$ cat src/rtl/comparador_pkg.sv
// Shared types for the serial magnitude comparator: FSM states, result triple
// and the 7485 cascade-input truth table.
package comparador_pkg;

    typedef enum logic [1:0] {
        OCIOSO  = 2'd0,
        COMPARA = 2'd1,
        FIM     = 2'd2
    } estado_t;

    typedef struct packed {
        logic maior;
        logic menor;
        logic igual;
    } resultado_t;

    localparam int unsigned RES_W = 3;

    // Outcome when every digit matched: the lower-order block decides.
    function automatic resultado_t cascata_resultado(input resultado_t c);
        resultado_t r;
        r = '0;
        if (c.igual) begin
            r.igual = 1'b1;
        end else begin
            case ({c.maior, c.menor})
                2'b10:   r.maior = 1'b1;
                2'b01:   r.menor = 1'b1;
                2'b11:   r = '0;
                default: begin
                    r.maior = 1'b1;
                    r.menor = 1'b1;
                end
            endcase
        end
        return r;
    endfunction

endpackage

$ cat src/rtl/comparador_serial_param_if.sv
// Start/operand/cascade inputs and registered result outputs of the comparator.
interface comparador_serial_param_if #(
    parameter int unsigned DIG_W = 4,
    parameter int unsigned N_DIG = 4
);
    localparam int unsigned WIDTH = DIG_W * N_DIG;
    localparam int unsigned CNT_W = $clog2(N_DIG + 1);

    logic             iniciar;
    logic             modo_sinal;
    logic [WIDTH-1:0] A;
    logic [WIDTH-1:0] B;
    logic             cascata_maior;
    logic             cascata_menor;
    logic             cascata_igual;
    logic             ocupado;
    logic             pronto;
    logic             A_maior_que_B;
    logic             A_menor_que_B;
    logic             A_igual_a_B;
    logic [CNT_W-1:0] digitos_usados;

    modport master (
        output iniciar, modo_sinal, A, B, cascata_maior, cascata_menor, cascata_igual,
        input  ocupado, pronto, A_maior_que_B, A_menor_que_B, A_igual_a_B, digitos_usados
    );

    modport slave (
        input  iniciar, modo_sinal, A, B, cascata_maior, cascata_menor, cascata_igual,
        output ocupado, pronto, A_maior_que_B, A_menor_que_B, A_igual_a_B, digitos_usados
    );
endinterface

$ cat src/rtl/comparador_digito.sv
// Combinational single-digit magnitude compare.
module comparador_digito #(
    parameter int unsigned DIG_W = 4
) (
    input  logic [DIG_W-1:0] a,
    input  logic [DIG_W-1:0] b,
    output logic             gt,
    output logic             lt,
    output logic             eq
);
    assign gt = (a > b);
    assign lt = (a < b);
    assign eq = (a == b);
endmodule

$ cat src/rtl/comparador_serial_param.sv
// Digit-serial MSB-first magnitude comparator with signed mode, optional early
// exit, 7485-style cascade inputs and a start/done handshake.
module comparador_serial_param
    import comparador_pkg::*;
#(
    parameter int unsigned DIG_W      = 4,
    parameter int unsigned N_DIG      = 4,
    parameter int unsigned EARLY_EXIT = 1
) (
    input  logic                        clock,
    input  logic                        reset_n,
    comparador_serial_param_if.slave    bus
);
    localparam int unsigned WIDTH = DIG_W * N_DIG;
    localparam int unsigned CNT_W = $clog2(N_DIG + 1);
    localparam int unsigned IDX_W = (N_DIG > 1) ? $clog2(N_DIG) : 1;

    estado_t          estado_q, estado_d;
    logic [WIDTH-1:0] a_q, a_d, b_q, b_d;
    resultado_t       cas_q, cas_d;
    logic [IDX_W-1:0] idx_q, idx_d;
    logic             dif_valida_q, dif_valida_d;
    resultado_t       dif_q, dif_d;
    resultado_t       res_q, res_d;
    logic [CNT_W-1:0] usados_q, usados_d;
    logic             pronto_q, pronto_d;
    logic             ocupado_q, ocupado_d;

    logic [DIG_W-1:0] dig_a, dig_b;
    logic             dig_gt, dig_lt, dig_eq;

    assign dig_a = a_q[32'(idx_q) * DIG_W +: DIG_W];
    assign dig_b = b_q[32'(idx_q) * DIG_W +: DIG_W];

    comparador_digito #(.DIG_W(DIG_W)) u_digito (
        .a  (dig_a),
        .b  (dig_b),
        .gt (dig_gt),
        .lt (dig_lt),
        .eq (dig_eq)
    );

    always_ff @(posedge clock or negedge reset_n) begin
        if (!reset_n) begin
            estado_q     <= OCIOSO;
            a_q          <= '0;
            b_q          <= '0;
            cas_q        <= '0;
            idx_q        <= '0;
            dif_valida_q <= 1'b0;
            dif_q        <= '0;
            res_q        <= '0;
            usados_q     <= '0;
            pronto_q     <= 1'b0;
            ocupado_q    <= 1'b0;
        end else begin
            estado_q     <= estado_d;
            a_q          <= a_d;
            b_q          <= b_d;
            cas_q        <= cas_d;
            idx_q        <= idx_d;
            dif_valida_q <= dif_valida_d;
            dif_q        <= dif_d;
            res_q        <= res_d;
            usados_q     <= usados_d;
            pronto_q     <= pronto_d;
            ocupado_q    <= ocupado_d;
        end
    end

    always_comb begin
        estado_d     = estado_q;
        a_d          = a_q;
        b_d          = b_q;
        cas_d        = cas_q;
        idx_d        = idx_q;
        dif_valida_d = dif_valida_q;
        dif_d        = dif_q;
        res_d        = res_q;
        usados_d     = usados_q;

        case (estado_q)
            OCIOSO: begin
                if (bus.iniciar) begin
                    a_d = bus.A;
                    b_d = bus.B;
                    // Flipping both sign bits maps two's-complement order onto unsigned order.
                    if (bus.modo_sinal) begin
                        a_d[WIDTH-1] = ~bus.A[WIDTH-1];
                        b_d[WIDTH-1] = ~bus.B[WIDTH-1];
                    end
                    cas_d.maior  = bus.cascata_maior;
                    cas_d.menor  = bus.cascata_menor;
                    cas_d.igual  = bus.cascata_igual;
                    idx_d        = IDX_W'(N_DIG - 1);
                    dif_valida_d = 1'b0;
                    dif_d        = '0;
                    estado_d     = COMPARA;
                end
            end
            COMPARA: begin
                if (!dig_eq && (EARLY_EXIT != 0)) begin
                    res_d    = '{maior: dig_gt, menor: dig_lt, igual: 1'b0};
                    usados_d = CNT_W'(N_DIG - 32'(idx_q));
                    estado_d = FIM;
                end else begin
                    // Fixed-latency mode keeps only the most significant difference.
                    if (!dig_eq && !dif_valida_q) begin
                        dif_valida_d = 1'b1;
                        dif_d        = '{maior: dig_gt, menor: dig_lt, igual: 1'b0};
                    end
                    if (idx_q == '0) begin
                        usados_d = CNT_W'(N_DIG);
                        estado_d = FIM;
                        if (dif_valida_q) begin
                            res_d = dif_q;
                        end else if (!dig_eq) begin
                            res_d = '{maior: dig_gt, menor: dig_lt, igual: 1'b0};
                        end else begin
                            res_d = cascata_resultado(cas_q);
                        end
                    end else begin
                        idx_d = idx_q - IDX_W'(1);
                    end
                end
            end
            FIM:     estado_d = OCIOSO;
            default: estado_d = OCIOSO;
        endcase

        ocupado_d = (estado_d != OCIOSO);
        pronto_d  = (estado_d == FIM);
    end

    assign bus.ocupado        = ocupado_q;
    assign bus.pronto         = pronto_q;
    assign bus.A_maior_que_B  = res_q.maior;
    assign bus.A_menor_que_B  = res_q.menor;
    assign bus.A_igual_a_B    = res_q.igual;
    assign bus.digitos_usados = usados_q;

endmodule

$ cat src/flat_wrapper.sv
// flat-port wrapper written by rule: the top's interface ports become plain ports
module comparador_serial_param_flat import comparador_pkg::*;
#(
    parameter int unsigned DIG_W      = 4,
    parameter int unsigned N_DIG      = 4,
    parameter int unsigned EARLY_EXIT = 1
)
  (clock, reset_n, bus_iniciar, bus_modo_sinal, bus_A, bus_B, bus_cascata_maior, bus_cascata_menor, bus_cascata_igual, bus_ocupado, bus_pronto, bus_A_maior_que_B, bus_A_menor_que_B, bus_A_igual_a_B, bus_digitos_usados);
  comparador_serial_param_if #(.DIG_W(DIG_W), .N_DIG(N_DIG)) bus_i ();
  input  logic clock;
  input  logic reset_n;
  input wire logic [$bits(bus_i.iniciar)-1:0] bus_iniciar;
  input wire logic [$bits(bus_i.modo_sinal)-1:0] bus_modo_sinal;
  input wire logic [$bits(bus_i.A)-1:0] bus_A;
  input wire logic [$bits(bus_i.B)-1:0] bus_B;
  input wire logic [$bits(bus_i.cascata_maior)-1:0] bus_cascata_maior;
  input wire logic [$bits(bus_i.cascata_menor)-1:0] bus_cascata_menor;
  input wire logic [$bits(bus_i.cascata_igual)-1:0] bus_cascata_igual;
  output wire logic [$bits(bus_i.ocupado)-1:0] bus_ocupado;
  output wire logic [$bits(bus_i.pronto)-1:0] bus_pronto;
  output wire logic [$bits(bus_i.A_maior_que_B)-1:0] bus_A_maior_que_B;
  output wire logic [$bits(bus_i.A_menor_que_B)-1:0] bus_A_menor_que_B;
  output wire logic [$bits(bus_i.A_igual_a_B)-1:0] bus_A_igual_a_B;
  output wire logic [$bits(bus_i.digitos_usados)-1:0] bus_digitos_usados;
  assign bus_i.iniciar = bus_iniciar;
  assign bus_i.modo_sinal = bus_modo_sinal;
  assign bus_i.A = bus_A;
  assign bus_i.B = bus_B;
  assign bus_i.cascata_maior = bus_cascata_maior;
  assign bus_i.cascata_menor = bus_cascata_menor;
  assign bus_i.cascata_igual = bus_cascata_igual;
  assign bus_ocupado = bus_i.ocupado;
  assign bus_pronto = bus_i.pronto;
  assign bus_A_maior_que_B = bus_i.A_maior_que_B;
  assign bus_A_menor_que_B = bus_i.A_menor_que_B;
  assign bus_A_igual_a_B = bus_i.A_igual_a_B;
  assign bus_digitos_usados = bus_i.digitos_usados;
  comparador_serial_param #(.DIG_W(DIG_W), .N_DIG(N_DIG), .EARLY_EXIT(EARLY_EXIT)) u_core (.clock(clock), .reset_n(reset_n), .bus(bus_i));
endmodule
$ cat config.mk
export PLATFORM = sky130hd
export DESIGN_NAME = comparador_serial_param_flat
export DESIGN_NICKNAME = d
export VERILOG_FILES = /design/src/rtl/comparador_pkg.sv /design/src/rtl/comparador_serial_param_if.sv /design/src/rtl/comparador_digito.sv /design/src/rtl/comparador_serial_param.sv /design/src/flat_wrapper.sv
export SDC_FILE = /design/constraint.sdc
export NUM_CORES = 1
export LEC_CHECK = 0
export BUFFER_PORTS_ARGS = -buffer_cell sky130_fd_sc_hd__buf_2
export CAP_MARGIN = 10
export CORE_MARGIN = 3
export CORE_UTILIZATION = 40
export DETAILED_ROUTE_END_ITERATION = 10
export PLACE_DENSITY = 0.62
export SYNTH_ARGS = -nofsm -noshare
export SYNTH_HDL_FRONTEND = slang
export SYNTH_HIERARCHICAL = 1
export SYNTH_SLANG_ARGS = --single-unit
$ cat constraint.sdc
create_clock -name clock -period 2.49 [get_ports clock]
set_input_delay 0.1245 -clock clock [delete_from_list [all_inputs] [get_ports clock]]
set_output_delay 0.1245 -clock clock [all_outputs]
set_load 0.005 [all_outputs]
======== After elaboration in Yosys (flattened, before gate mapping) ========
Index checks and enable logic that the tools add are counted.
word-level totals
  logic and storage cells ................. 76
  input port bits ......................... 39
  bits in registers ....................... 51
cells by class
  reduce and logical (&&, ||, !) cells .... 13
  add/subtract/negate cells ............... 2
  shifts and indexed selects .............. 2
  equal/unequal tests ..................... 11
  order comparisons ....................... 2
  muxes and demuxes ....................... 27
  bitwise operators ....................... 2
operators with widths
  cell                                                    number
  variable part select 16 x 5 -> 4 bit                    2
  2-to-1 mux 3 bit                                        8
  2-to-1 mux 2 bit                                        7
  2-to-1 mux 1 bit                                        8
  one-hot mux 2 bit (2 select lines)                      2
  AND reduction 4 bit                                     2
  equality test 2 bit (second input constant)             3
  inequality test 2 bit (second input constant)           3
  one-hot mux 3 bit (2 select lines)                      1
  equality test 2 x 1 -> 1 bit (second input constant)    2
  equality test 4 bit                                     1
  > comparator 4 bit                                      1
  logical NOT 2 bit                                       2
  < comparator 4 bit                                      1
  inequality test 2 x 1 -> 1 bit (second input constant)  2
  AND reduction 2 bit                                     2
  nonzero test 2 bit                                      2
  OR reduction 2 bit                                      2
  subtractor 3 x 2 -> 3 bit (first input constant)        1
  logical NOT 1 bit                                       2
  inverter 1 bit                                          2
  one-hot mux 1 bit (2 select lines)                      1
  subtractor 2 x 1 -> 2 bit (second input constant)       1
  logical AND 1 bit                                       1

======== Depth between registers and ports, before layout ========
  word-level depth ........................ 7
  gate-level depth with buffers ........... 11
  gate-level depth less buffers ........... 8

======== By module ========
The synthesis kept the hierarchy.
by module, submodules not included
  module                   times used  cells each  area each (um^2)
  comparador_serial_param  1           147         2,189.6
  comparador_digito        1           16          128.9

======== Worst setup path before layout ========
OpenSTA, ideal clock, no wires.
  path kind ............................... register to register
  start point ............................. register u_core.idx_q[0]
  end point ............................... register u_core.usados_q[0], in the netlist u_core/bus.digitos_usados[0]
  clock period less this slack ............ 2.572 ns
  library setup time ...................... 0.121 ns
  cell stages (with the launch flop) ...... 12
  arrival time ............................ 2.451 ns
  required time ........................... 2.369 ns
  slack ................................... -0.082 ns
  path buffers ............................ 3
  cells stage by stage .................... dfrtp_1 -> buf_2 -> mux4_2 -> inv_1 -> ha_1 -> nand2_1 -> nor2_1 -> buf_6 -> nor2b_4 -> or2_1 -> buf_6 -> a22o_2
on the way
  cells in the longest elaborated chain, start to end .. 4
  elaborated cells between the ends (all ways) .. 8
ends and longest elaborated chain
  element                                   RTL line                       text
  start, declared                           comparador_serial_param.sv:21  logic [IDX_W-1:0] idx_q, idx_d;
  start signal, assigned                    comparador_serial_param.sv:61  idx_q <= idx_d;
  variable part select 16 x 5 -> 4 bit (*)  comparador_serial_param.sv:33  assign dig_b = b_q[32'(idx_q) * DIG_W +: DIG_W];
  net u_core.dig_b[3]                       comparador_serial_param.sv:29  logic [DIG_W-1:0] dig_a, dig_b;
  equality test 4 bit (*)                   comparador_digito.sv:13        assign eq = (a == b);
  net u_core.dig_eq                         comparador_serial_param.sv:30  logic dig_gt, dig_lt, dig_eq;
  inequality test 2 bit (no source line)    -
  AND reduction 2 bit (no source line)      -
  end signal, assigned                      comparador_serial_param.sv:65  usados_q <= usados_d;
  end, declared                             comparador_serial_param.sv:25  logic [CNT_W-1:0] usados_q, usados_d;
The timed path passes the listed nets; every way through them passes the cells marked *.
A chain may end at the register's enable or synchronous reset.

======== Worst setup path after layout ========
  start point ............................. register u_core.idx_q[0]
  end point ............................... register u_core.usados_q[0], in the netlist u_core/bus.digitos_usados[0]
on the way
  cells in the longest elaborated chain, start to end .. 4
  elaborated cells between the ends (all ways) .. 8
ends and longest elaborated chain
  element                                   RTL line                       text
  variable part select 16 x 5 -> 4 bit (*)  comparador_serial_param.sv:32  assign dig_a = a_q[32'(idx_q) * DIG_W +: DIG_W];
  net u_core.dig_a[2]                       comparador_serial_param.sv:29
  equality test 4 bit (*)                   comparador_digito.sv:13
  net u_core.dig_eq                         comparador_serial_param.sv:30
  inequality test 2 bit (no source line)    -
  AND reduction 2 bit (no source line)      -
Marks and branches as above.

==> summary.md <==
| Metric | Value |
|---|---|
| Final hold violation count | 0 |
| Layout cells sized above 1 | 0.5163 |
| Placed cells | 279 |
| Num Clock Sinks | 50 |
| Area of the multi-input gates | 959.7 µm² |
| WL final | 4.188 mm |
| Filler instances | around 530 |
| IO Port Bufs | 46 |
| WL/cell | approximately 15 µm |
| Crit end category | register |
| WS Path Type | reg2reg |
| Via density | 4.916 |
| Unrepaired setup endpoints after global routing | false |
| Initial antenna violation count | 0 |
| Global-route wire length before repair | between 6 and 7 mm |
| # IOs | 47 |
| Critical path fanouts, max | 7 |
| Max IR drop VDD | between 400 and 500 µV |
| Yosys synthesis warning count | 6 |
| Crit path DAT | 2.53 ns |
| Share of the yosys chip area belonging to registers | 0.5397 |
| Storage element area | 1251 µm² |
| Setup slack after layout | 0.1463 ns |
| Die W | between 80 and 90 µm |
| Slowest stage delay, CP | 0.53 ns |
| H-tree depth | 2 |
| Yosys cell types | 27 |
| Pre-antenna DRT Iters | 4 |
| Post_cts resized | 0 |
| Final Cell Area | around 2700 µm² |
| Antenna cells | 0 |
| Clk root buf | clkbuf_8 |
| Power per cell area | 1193 nW/µm² |
| CTS tree | done |
| Minimum clock period | 2.344 ns |
| Fin crit share | 0.9412 |
| LEAKAGE | approximately 1.3 nW |
| Final Max Slew Viols | 0 |
| Die Ht | 82.13 µm |
| Largest net degree at the start of global routing | 35 |
| DRT antenna net count | 0 |
| Final-stage net count | approximately 260 |
| Total track usage | 0.1396 |
| Max cap viols | 0 |
| Critical Path RT | 2.67 ns |
| CTS buffer count | 5 |
| Most common cell after layout, fill and taps aside | dfrtp_1 |
| Placed cell area | 2626 µm² |
| Non-Filler Instances | approximately 290 |
| Core Area | 5574 µm² |
| FP Rows | 27 |
| Final Wtd Congestion | between 0.8 and 0.9 |
| Status | finished clean |
| Worst hold path type | in2reg |
| Synthesis-to-layout area growth | 18.56% |
| Cell Chain, Critical Path | buf_4, mux4_2, ha_1, nand2_1, nor2_1, nor2b_4, or2_1, a22o_2 |
| Gr ovfl total | 0 |
| Sum Neg Setup Slack | 0 ns |
| Die Area | 6745 µm² |
| Mapped Area | 2318 µm² |
| Post-layout util | 0.4932 |
| Worst skew pair latency | 0.29 ns |
| Final Power | approximately 3.3 mW |
| Fmax | 426.7 MHz |
| DR DRC count | 0 |
| Hold WS | around 0.055 ns |
| Commonest cells after routing, fill and taps aside | 50 x dfrtp_1, 46 x buf_2, 33 x mux2_2, 10 x inv_1 |
| Worst-Margin Slew | 0.5127 ns |
| CP max-delay cell | mux4_2 |
| Relative slew slack | 0.6578 |
| Total number of vias | roughly 1400 |
| CTS clock-pin slew for the worst setup and hold paths | 0.09 ns |
| Vias in the first global route | between 1000 and 1500 |
| Synthesized area per cell | 14.22 µm² |
| Startpoint types | register |
| #FFs+latches synth | 50 |
| Place WS | 0.1544 ns |
| Final setup fails | 0 |
| Synthesized net count | 207 |
| Dpl hpwl | 3.166 mm |
| Skew final | 0.006550 ns |
| DR iter-0 viols | 58 |
| Mapped Cells | around 160 |
| Max Root-Sink Buffers | 2 |
| Initial Util | 0.4159 |
metal layers:
metal,global-route usage,up-vias,part of all wire
met5,0,-,0
met4,0.04983,0,0.0067
met3,0.03796,2,0.045
met2,0.1955,26,0.45
met1,0.2077,701,0.50
li1,-,682,-
cells in the mapped netlist (all sizes together):
master / n / share of area
a21oi: 6 / 0.015
a22o: 2 / 0.0086
and2: 1 / 0.0027
buf: 7 / 0.031
clkbuf: 1 / 0.0016
dfrtp: 50 / 0.54
ha: 5 / 0.027
inv: 10 / 0.016
mux2: 33 / 0.16
mux4: 8 / 0.078
nand2: 5 / 0.0081
nand2b: 1 / 0.0038
nand4bb: 2 / 0.0097
nor2: 8 / 0.013
nor2b: 5 / 0.020
nor3b: 1 / 0.0054
o21ai: 7 / 0.015
o21ba: 1 / 0.0043
o21bai: 2 / 0.011
o311a: 2 / 0.0097
o31ai: 3 / 0.0097
or2: 1 / 0.0027
xnor2: 2 / 0.0076
flip-flops by register name, summed over array words and instances, names as in the netlist:
register	flops
u_core/bus.ocupado	1
u_core/bus.A_maior_que_B	1
u_core/bus.A_menor_que_B	1
u_core/bus.digitos_usados	3
u_core/dif_valida_q	1
u_core/bus.A_igual_a_B	1
u_core/a_q	16
u_core/dif_q	2
u_core/bus.pronto	1
u_core/idx_q	2
u_core/b_q	16
u_core/estado_q	2
u_core/cas_q	3
worst max-delay path: cells and delay by family (launching register included):
family,cells,cell delay (ns)
flip-flops,1,0.35
multiplexers,1,0.53
AO/OA/AOI/OAI,1,0.29
AND/OR/NAND/NOR,4,0.59
adder cells (fa/ha/maj),1,0.31
buffers and inverters,1,0.18
where the power goes:
group          leakage, nW  switching (mW)  internal (mW)
Clock               0.0573           0.249          0.322
Sequential           0.596           0.213           1.17
Combinational        0.624           0.541          0.783
Total                 1.28            1.00           2.27
what timing repair did:
action                                 CTS  global route
endpoints found under the hold margin   21             0
hold buffers                             1             0
buffers inserted                         0             0
kinds of logic after synthesis:
logic type                 count (synthesis)  share of synthesized area
xor gates and xnor gates                   2                   0.007557
AOI/OAI and AO/OA                         23                    0.07339
buffers and inverters                     18                    0.04911
DFF                                       50                     0.5397
and+or+nand+nor                           24                    0.06531
adders and majority gates                  5                    0.02698
muxes                                     41                     0.2380
final cells by class:
type                            count  share of cell area
Clock buffer                        6             0.03004
Clock inverter                      1             0.01092
Inverter                           10             0.01365
Multi-Input combinational cell     95              0.3491
Sequential cell                    50              0.4552
Tap cell                           72             0.03277
Timing Repair Buffer               53              0.1083
path summary, 6_finish.rpt:
| check | endpoint | cells past startpoint | start | slack [ns] |
|---|---|---|---|---|
| worst max-delay path | u_core/bus.digitos_usados[0] | 8 | u_core/idx_q[0] | 0.15 |
| worst min-delay path | u_core/a_q[1] | 2 | bus_A[1] | 0.05 |
| worst max register to register | u_core/bus.digitos_usados[0] | 8 | u_core/idx_q[0] | 0.15 |
| worst min register to register | u_core/a_q[13] | 1 | u_core/a_q[13] | 0.51 |
| max in group asynchronous | u_core/b_q[12] | 3 | reset_n | 1.42 |
| min in group asynchronous | u_core/a_q[2] | 2 | reset_n | 0.32 |
Note: power is estimated with default switching activity, not from simulation.
